<file path="config.mk">
export PLATFORM = sky130hd
export DESIGN_NAME = exec_stall_ctrl
export DESIGN_NICKNAME = d
export VERILOG_FILES = /design/src/rtl/cpu_pkg.sv /design/src/rtl/fpu_lat_lut.sv /design/src/rtl/exec_stall_ctrl.sv
export SDC_FILE = /design/constraint.sdc
export NUM_CORES = 1
export LEC_CHECK = 0
export CORE_AREA = 4 4 41 43
export CTS_CLUSTER_SIZE = 20
export DETAILED_ROUTE_END_ITERATION = 12
export DIE_AREA = 0 0 45 47
export GPL_TIMING_DRIVEN = 0
export PLACE_DENSITY_LB_ADDON = 0.08
export SETUP_SLACK_MARGIN = 0.3
export SLEW_MARGIN = 20
export SYNTH_ARGS = -nofsm -noshare
export SYNTH_HDL_FRONTEND = slang
export SYNTH_HIERARCHICAL = 1
export SYNTH_SLANG_ARGS = --single-unit
export TNS_END_PERCENT = 5
</file>
<file path="constraint.sdc">
create_clock -name clk -period 4.85 [get_ports clk]
set_input_delay 0.97 -clock clk [delete_from_list [all_inputs] [get_ports clk]]
set_output_delay 0.97 -clock clk [all_outputs]
set_load 0.1 [all_outputs]
</file>
<file path="src/rtl/cpu_pkg.sv">
// cpu_pkg: shared constants for the execute-stage stall sequencer.
//   - fpucontrol opcode encodings
//   - aorf result-class encodings
//   - fpustall codes
//   - execute sequencer FSM state enum
package cpu_pkg;

  localparam logic [3:0] OP_FADD  = 4'b0000;
  localparam logic [3:0] OP_FSUB  = 4'b0001;
  localparam logic [3:0] OP_FMUL  = 4'b0010;
  localparam logic [3:0] OP_FDIV  = 4'b0011;
  localparam logic [3:0] OP_FSQRT = 4'b0100;
  localparam logic [3:0] OP_FTOI  = 4'b0101;
  localparam logic [3:0] OP_ITOF  = 4'b0110;
  localparam logic [3:0] OP_FNEG  = 4'b0111;
  localparam logic [3:0] OP_FMOV  = 4'b1000;

  localparam logic [1:0] AORF_ALU = 2'b00;
  localparam logic [1:0] AORF_FLT = 2'b01;
  localparam logic [1:0] AORF_INT = 2'b10;
  localparam logic [1:0] AORF_RSV = 2'b11;

  localparam logic [1:0] STALL_NONE = 2'b00;
  localparam logic [1:0] STALL_FPU  = 2'b01;
  localparam logic [1:0] STALL_RECV = 2'b10;

  typedef enum logic [1:0] {
    ST_IDLE      = 2'd0,
    ST_FPU_WAIT  = 2'd1,
    ST_RECV_WAIT = 2'd2
  } exec_state_e;

endpackage

</file>
<file path="src/rtl/fpu_lat_lut.sv">
// fpu_lat_lut: combinational FPU opcode -> latency (cycles) lookup.
//   op  : fpucontrol opcode
//   lat : latency in cycles; 0 means the op completes combinationally
module fpu_lat_lut
  import cpu_pkg::*;
#(
  parameter int unsigned LAT_FADD  = 2,
  parameter int unsigned LAT_FMUL  = 2,
  parameter int unsigned LAT_FDIV  = 5,
  parameter int unsigned LAT_FSQRT = 5,
  parameter int unsigned LAT_CVT   = 1,
  parameter int unsigned CNT_W     = 3
) (
  input  logic [3:0]       op,
  output logic [CNT_W-1:0] lat
);

  always_comb begin
    lat = '0;
    case (op)
      OP_FADD, OP_FSUB: lat = CNT_W'(LAT_FADD);
      OP_FMUL:          lat = CNT_W'(LAT_FMUL);
      OP_FDIV:          lat = CNT_W'(LAT_FDIV);
      OP_FSQRT:         lat = CNT_W'(LAT_FSQRT);
      OP_FTOI, OP_ITOF: lat = CNT_W'(LAT_CVT);
      default:          lat = '0;
    endcase
  end

endmodule

</file>
<file path="src/rtl/exec_stall_ctrl.sv">
// exec_stall_ctrl: execute-stage sequencer for the shared FPU and the
// receive port. Counts out multi-cycle FPU latency, waits for receive data,
// and drives the execute/upstream hold code.
//   clk, reset      : clock, async active-low reset
//   issue_valid     : first cycle of a new instruction in execute
//   aorf            : result class (ALU / FPU float / FPU int / reserved)
//   fpucontrol      : FPU opcode
//   readflag        : nonzero -> instruction consumes a receive word
//   recv_valid      : receive word available
//   flush           : kill the execute-stage instruction
//   fpustall        : 00 run, 01 FPU busy, 10 receive wait
//   stall_any       : OR of fpustall bits
//   recv_ack        : receive word consumed this cycle (pulse)
//   op_done         : final cycle of a multi-cycle FPU op (pulse)
//   busy_cnt        : remaining FPU cycles (debug)
module exec_stall_ctrl
  import cpu_pkg::*;
#(
  parameter int unsigned LAT_FADD  = 2,
  parameter int unsigned LAT_FMUL  = 2,
  parameter int unsigned LAT_FDIV  = 5,
  parameter int unsigned LAT_FSQRT = 5,
  parameter int unsigned LAT_CVT   = 1,
  parameter int unsigned CNT_W     = 3
) (
  input  logic             clk,
  input  logic             reset,
  input  logic             issue_valid,
  input  logic [1:0]       aorf,
  input  logic [3:0]       fpucontrol,
  input  logic [1:0]       readflag,
  input  logic             recv_valid,
  input  logic             flush,
  output logic [1:0]       fpustall,
  output logic             stall_any,
  output logic             recv_ack,
  output logic             op_done,
  output logic [CNT_W-1:0] busy_cnt
);

  exec_state_e      state, state_n;
  logic [CNT_W-1:0] cnt, cnt_n, lat;
  logic [1:0]       stall_c;
  logic             ack_c, done_c;
  logic             is_rd, is_fpu;

  fpu_lat_lut #(
    .LAT_FADD (LAT_FADD),
    .LAT_FMUL (LAT_FMUL),
    .LAT_FDIV (LAT_FDIV),
    .LAT_FSQRT(LAT_FSQRT),
    .LAT_CVT  (LAT_CVT),
    .CNT_W    (CNT_W)
  ) u_lat (
    .op (fpucontrol),
    .lat(lat)
  );

  // Receive has priority: a readflag op with an FPU class never starts a count.
  assign is_rd  = (readflag != 2'b00);
  assign is_fpu = (aorf == AORF_FLT) || (aorf == AORF_INT);

  always_ff @(posedge clk or negedge reset) begin
    if (!reset) begin
      state <= ST_IDLE;
      cnt   <= '0;
    end else begin
      state <= state_n;
      cnt   <= cnt_n;
    end
  end

  always_comb begin
    state_n = state;
    cnt_n   = cnt;
    stall_c = STALL_NONE;
    ack_c   = 1'b0;
    done_c  = 1'b0;
    case (state)
      ST_IDLE: begin
        cnt_n = '0;
        if (issue_valid && !flush) begin
          if (is_rd) begin
            if (recv_valid) begin
              ack_c = 1'b1;
            end else begin
              stall_c = STALL_RECV;
              state_n = ST_RECV_WAIT;
            end
          end else if (is_fpu && lat > CNT_W'(1)) begin
            // Issue cycle counts toward latency, so L-1 cycles remain.
            stall_c = STALL_FPU;
            cnt_n   = lat - CNT_W'(1);
            state_n = ST_FPU_WAIT;
          end else if (is_fpu && lat == CNT_W'(1)) begin
            done_c = 1'b1;
          end
        end
      end
      ST_FPU_WAIT: begin
        cnt_n = (cnt != '0) ? cnt - CNT_W'(1) : '0;
        if (cnt > CNT_W'(1)) begin
          stall_c = STALL_FPU;
        end else begin
          // Last cycle: result is ready, release the hold.
          done_c  = (cnt == CNT_W'(1));
          state_n = ST_IDLE;
        end
      end
      ST_RECV_WAIT: begin
        if (recv_valid) begin
          ack_c   = 1'b1;
          state_n = ST_IDLE;
        end else begin
          stall_c = STALL_RECV;
        end
      end
      default: begin
        state_n = ST_IDLE;
        cnt_n   = '0;
      end
    endcase
    if (flush) begin
      state_n = ST_IDLE;
      cnt_n   = '0;
      stall_c = STALL_NONE;
      ack_c   = 1'b0;
      done_c  = 1'b0;
    end
  end

  // Issue-cycle outputs are Mealy, so gate them while reset is asserted.
  assign fpustall  = reset ? stall_c : STALL_NONE;
  assign recv_ack  = reset & ack_c;
  assign op_done   = reset & done_c;
  assign stall_any = |fpustall;
  assign busy_cnt  = cnt;

endmodule

</file>
==> results of run 1 <==
-- state kept, by name (all words and copies together) (netlist names) --
| signal | flops |
|---|---|
| busy_cnt | 3 |
| state | 2 |
-- worst min-delay path, stage by stage, from the launching register on --
cell and delay, ns:
dfrtp_1 0.41, a32oi_1 0.09, o22ai_1 0.11
-- power breakdown --
| group | leakage, nW | total, W | internal, W | switching, W |
|---|---|---|---|---|
| registers | 0.0693 | 0.0000437 | 0.0000425 | 0.00000124 |
| clock network | 0.0150 | 0.0000511 | 0.0000313 | 0.0000198 |
| logic | 0.236 | 0.0000332 | 0.0000162 | 0.0000170 |
-- cell families after synthesis --
kind of cell | synth area share, %
AOI/OAI and AO/OA | 29.94
xor gates and xnor gates | 3.847
adders and majority gates | 10.99
buffers and inverters | 4.945
DFF | 27.47
and+or+nand+nor | 22.80
-- repair_timing --
| action | 4_1_cts | 5_1_grt |
|---|---|---|
| setup endpoints to repair | 3 | 2 |
| gates resized for setup | 1 | 1 |
| endpoints found under the hold margin | 0 | 0 |
-- layer usage --
layer	vias up	share of wire, %	global-route usage (%)
met2	13	46	16.10
met3	2	4.1	2.299
li1	254	-	-
met5	-	0	0
met1	224	48	14.61
met4	0	1.3	8.772
-- placed cells by master, fill, tap and decap left out, types with 2 or more instances in the layout --
master / Yosys / routed
a21oi_1: 3 / 3
nand2_1: 3 / 3
a31oi_1: 2 / 2
clkdlybuf4s50_1: 0 / 18
o22ai_1: 3 / 3
inv_1: 6 / 6
nor3_1: 3 / 3
nand3b_1: 2 / 2
a22oi_1: 2 / 2
o21ai_0: 4 / 4
ha_1: 4 / 4
dfrtp_1: 5 / 5
nor2_1: 3 / 3
clkbuf_4: 0 / 3
nor2b_1: 2 / 2
-- cell type report --
| cell class | instances | area share (%) |
|---|---|---|
| clock buffer | 4 | 3.710 |
| inverter | 6 | 3.180 |
| multi-input combinational | 45 | 44.35 |
| sequential | 5 | 17.67 |
| tap | 15 | 2.650 |
| timing repair buffer | 20 | 28.45 |
-- worst max-delay path by stage --
stage | start | to | slack (ns) | cells past startpoint
finish | fpucontrol[2] | op_done | 0.21 | 7
detailed placement | fpucontrol[2] | stall_any | 0.16 | 8
CTS | fpucontrol[2] | fpustall[0] | 0.18 | 8
floorplan | fpucontrol[0] | stall_any | 0.49 | 4
global route | fpucontrol[2] | op_done | 0.10 | 7
global placement | fpucontrol[2] | stall_any | 0.17 | 8
-- stage by stage --
step	std cells	instance area [µm²]
final	95	708.2
after global routing	95	708.2
after CTS	95	705.7
after detailed placement	91	680.7
after global placement	91	680.7
after floorplan	56	461.7
==> flow_summary.json, run 1 <==
{
  "grt_pass1_wl_um": 1662,
  "setup.worst_path.class": "primary input to output pin",
  "holdPathEnd": "busy_cnt[1]$_DFFE_PN0P_",
  "synth_fp_nets": 73,
  "dp_slack_ns": 0.1597,
  "fin_nets": 98,
  "hold_depth": 2,
  "yosys_warnings": 6,
  "power_w": 0.0001280,
  "rsz0062_at_grt": "true",
  "routed_wirelength_um": 1096,
  "worstPathMaxFanout": 4,
  "min_period_ns": 4.644,
  "die_y_um": 47,
  "ys.flop_type": "dfrtp_1",
  "synth_common_cells": "inv_1, dfrtp_1, ha_1, o21ai_0",
  "pin_count": 21,
  "overflow": 0,
  "num_vias": 493,
  "grt_pass1_vias": 424,
  "hold_path.class": "flip-flop to flip-flop",
  "vdd_drop_max_mv": 0.06853,
  "slowest_delay_ns": 1.18,
  "cts_sinks": 5,
  "synth_seq_cells": 5,
  "max_cap_violations": 0,
  "synth_edf_count": 0,
  "clock_latency_ns": 0.25,
  "critPathMostFrequentCell": "clkdlybuf4s50_1",
  "synthTopCellsByArea": "dfrtp_1, ha_1, inv_1",
  "fillers": 137,
  "status": "complete, no violations",
  "track_usage_pct": 11.23,
  "core_um2": 1301,
  "dieArea_um2": 2115,
  "cts_buffers": 3,
  "end_kind": "output pin",
  "cp_num_buf_inv": 2,
  "critPathTopFamily": "buffers and inverters",
  "clockBufferDepth": 2,
  "cts_hold_buf": 0,
  "routedWlPerCell_um": 11.54,
  "fin_crit_sh_pct": 95.74,
  "critPathLaunchType": "primary input",
  "setup_slack_ns": 0.2064,
  "r2r_slack_ns": 3.50,
  "port_buffers": 20,
  "die_w_um": 45,
  "synth_cell_type_count": 26,
  "firstDrtPassIters": 4,
  "slew_violations": 0,
  "p_per_area_nw_per_um2": 180.7,
  "yosysTopAreaCell": "dfrtp_1",
  "slew_headroom_pct": 35.14,
  "cts_tree": "yes",
  "setup_viol": 0,
  "start_util_pct": 35.00,
  "yosysMostFrequentCell": "inv_1",
  "postSynthCellCount": 56,
  "synth_seq_area_share_pct": 27.47,
  "hold_viol_final": 0,
  "dp_hpwl_um": 868.2,
  "r2r-end": "busy_cnt[0]$_DFFE_PN0P_",
  "place_congestion": 0.6631,
  "drive_gt1_share_pct": 7.500,
  "cts_max_level": 1,
  "cts_setup_buffers": 0,
  "synth.top_cell.area_share_pct": 27.47,
  "synth_area_um2": 455.4,
  "viasPerCell": 5.189,
  "postSynth.asyncResetShare_pct": 100.0,
  "final_util_pct": 54.42,
  "ant_nets": 0,
  "r2r-start": "state[1]$_DFFE_PN0P_",
  "cts.clk_slew.worst_paths_ns": 0.05,
  "post-route-drc-count": 0,
  "grt_max_degree": 9,
  "skew_ns": 0.003519,
  "avgSynthCellArea_um2": 8.133,
  "root_buffer": "clkbuf_4",
  "diodes": 0,
  "cp_slowest_cell": "clkdlybuf4s50_1",
  "hold_ws_ns": 0.6612,
  "antenna_found_initial": 0,
  "multiInputGateArea_um2": 314.1,
  "path_cells": "clkdlybuf4s50_1 > a21bo_1 > a21oi_1 > ha_1 > a31oi_1 > nor4b_2 > clkdlybuf4s50_1",
  "drt-initial-drc-count": 8,
  "critPathRequiredTime_ns": 3.88,
  "regArea_um2": 125.1,
  "rows": 13,
  "fmax_mhz": 215.4,
  "worstPathArrival_ns": 3.67,
  "leakage_nw": 0.3199,
  "syn_to_final_growth_pct": 55.49,
  "tightestPinTransition_ns": 0.9699,
  "hold_start": "busy_cnt[1]$_DFFE_PN0P_",
  "tns_ns": 0,
  "rr_worst_depth": 4
}
No activity file was read; power rests on OpenSTA's default activity.
==> run 2: changes to the inputs <==
--- a/config.mk
+++ b/config.mk
@@ -10,7 +10,7 @@
 export DETAILED_ROUTE_END_ITERATION = 12
 export DIE_AREA = 0 0 45 47
 export GPL_TIMING_DRIVEN = 0
-export PLACE_DENSITY_LB_ADDON = 0.08
+export PLACE_DENSITY = 0.68
 export SETUP_SLACK_MARGIN = 0.3
 export SLEW_MARGIN = 20
 export SYNTH_ARGS = -nofsm -noshare
==> flow_summary.json, run 2 (synthesized netlist as in run 1, its figures left out) <==
{
  "fmax_mhz": 217.1,
  "hold_viol_final": 0,
  "cts_buffers": 3,
  "grt_max_degree": 9,
  "slew_headroom_pct": 34.79,
  "routed_wirelength_um": 1100,
  "pin_count": 21,
  "regArea_um2": 125.1,
  "diodes": 0,
  "fillers": 122,
  "cts.clk_slew.worst_paths_ns": 0.05,
  "critPathLaunchType": "primary input",
  "fin_nets": 98,
  "final_util_pct": 54.52,
  "dp_hpwl_um": 932.2,
  "overflow": 0,
  "r2r_slack_ns": 3.48,
  "viasPerCell": 5.326,
  "min_period_ns": 4.605,
  "drive_gt1_share_pct": 8.750,
  "tightestPinTransition_ns": 0.9751,
  "grt_pass1_wl_um": 1607,
  "cts_sinks": 5,
  "clockBufferDepth": 2,
  "slew_violations": 0,
  "max_cap_violations": 0,
  "cts_max_level": 1,
  "antenna_found_initial": 0,
  "p_per_area_nw_per_um2": 178.1,
  "skew_ns": 0.007327,
  "tns_ns": 0,
  "start_util_pct": 35.00,
  "hold_depth": 2,
  "leakage_nw": 0.3223,
  "status": "complete, no violations",
  "drt-initial-drc-count": 11,
  "setup_viol": 0,
  "routedWlPerCell_um": 11.58,
  "hold_path.class": "flip-flop to flip-flop",
  "dp_cells": 91,
  "post-route-drc-count": 0,
  "cts_hold_buf": 0,
  "rows": 13,
  "largest_reg_flops": 3,
  "final_cells": 95,
  "setup.worst_path.class": "primary input to output pin",
  "syn_to_final_growth_pct": 55.77,
  "worstPathMaxFanout": 4,
  "dp_slack_ns": 0.2001,
  "root_buffer": "clkbuf_4",
  "num_vias": 506,
  "fin_crit_sh_pct": 94.95,
  "port_buffers": 20,
  "core_um2": 1301,
  "worstPathArrival_ns": 3.64,
  "clock_latency_ns": 0.25,
  "grt_pass1_vias": 418,
  "hold_ws_ns": 0.6917,
  "die_y_um": 47,
  "die_w_um": 45,
  "rr_worst_depth": 4,
  "cts_setup_buffers": 0,
  "rsz0062_at_grt": "true",
  "place_congestion": 0.7566,
  "layout_common_cells": "clkdlybuf4s50_1, inv_1, dfrtp_1, o21ai_0, ha_1",
  "setup_slack_ns": 0.2447,
  "track_usage_pct": 10.48,
  "vdd_drop_max_mv": 0.08932,
  "mostFrequentLayoutCell": "clkdlybuf4s50_1",
  "ant_nets": 0,
  "end_kind": "output pin",
  "dieArea_um2": 2115,
  "firstDrtPassIters": 4,
  "cts_tree": "yes",
  "multiInputGateArea_um2": 314.1,
  "critPathRequiredTime_ns": 3.88
}
==> run 2: changes by cell type in the layout (fill, tap and decap cells not counted) <==
cell      previous run  this run
clkbuf_1             1         0
clkinv_2             0         1
==> run 2: per-layer routing <==
metal  GRT usage [%]  wire length, µm  share of wire, %
met5               0                0                 0
met4           7.018               14               1.3
met3           2.299               72               6.5
met2           17.23              555                50
met1           12.21              456                41
==> run 2: repair_timing <==
| item | CTS | global route |
|---|---|---|
| endpoints found under the setup margin | 3 | 2 |
| hold endpoints to repair | 0 | 0 |
| gates resized for setup | 1 | 1 |
| pin swaps | 0 | 0 |
==> run 2: path summary, 6_finish.rpt <==
path | startpoint | to
max reg2reg | state[1]$_DFFE_PN0P_ | busy_cnt[1]$_DFFE_PN0P_
min | busy_cnt[1]$_DFFE_PN0P_ | busy_cnt[1]$_DFFE_PN0P_
min in group asynchronous | reset | state[1]$_DFFE_PN0P_
max | fpucontrol[2] | op_done
max in group asynchronous | reset | state[0]$_DFFE_PN0P_
min reg2reg | busy_cnt[1]$_DFFE_PN0P_ | busy_cnt[1]$_DFFE_PN0P_
==> run 2: layout make-up <==
cell class | count | area share, %
timing repair buffer | 20 | 28.40
clock inverter | 1 | 0.7055
sequential | 5 | 17.64
clock buffer | 3 | 3.175
multi-input combinational | 45 | 44.27
inverter | 6 | 3.175
tap | 15 | 2.646
==> run 2: report_power, final <==
part	total [W]	leakage (nW)	switching, W	internal (W)
logic	0.0000336	0.235	0.0000173	0.0000163
registers	0.0000437	0.0693	0.00000116	0.0000425
clock network	0.0000491	0.0177	0.0000192	0.0000299
==> run 2: worst max-delay path: stages <==
cell             delay [ns]
clkdlybuf4s50_1        0.50
a21bo_1                0.20
a21oi_1                0.25
ha_1                   0.22
a31oi_1                0.10
nor4b_2                0.21
clkdlybuf4s50_1        1.17
==> run 2: through the flow <==
| stage | cell area [µm²] | power [W] |
|---|---|---|
| 2_1_floorplan | 461.7 | 0.00006137 |
| 3_3_place_gp | 680.7 | 0.00007742 |
| 3_5_place_dp | 680.7 | 0.00007816 |
| 4_1_cts | 706.9 | 0.0001287 |
| 5_1_grt | 709.4 | 0.0001358 |
| 6_report | 709.4 | 0.0001264 |
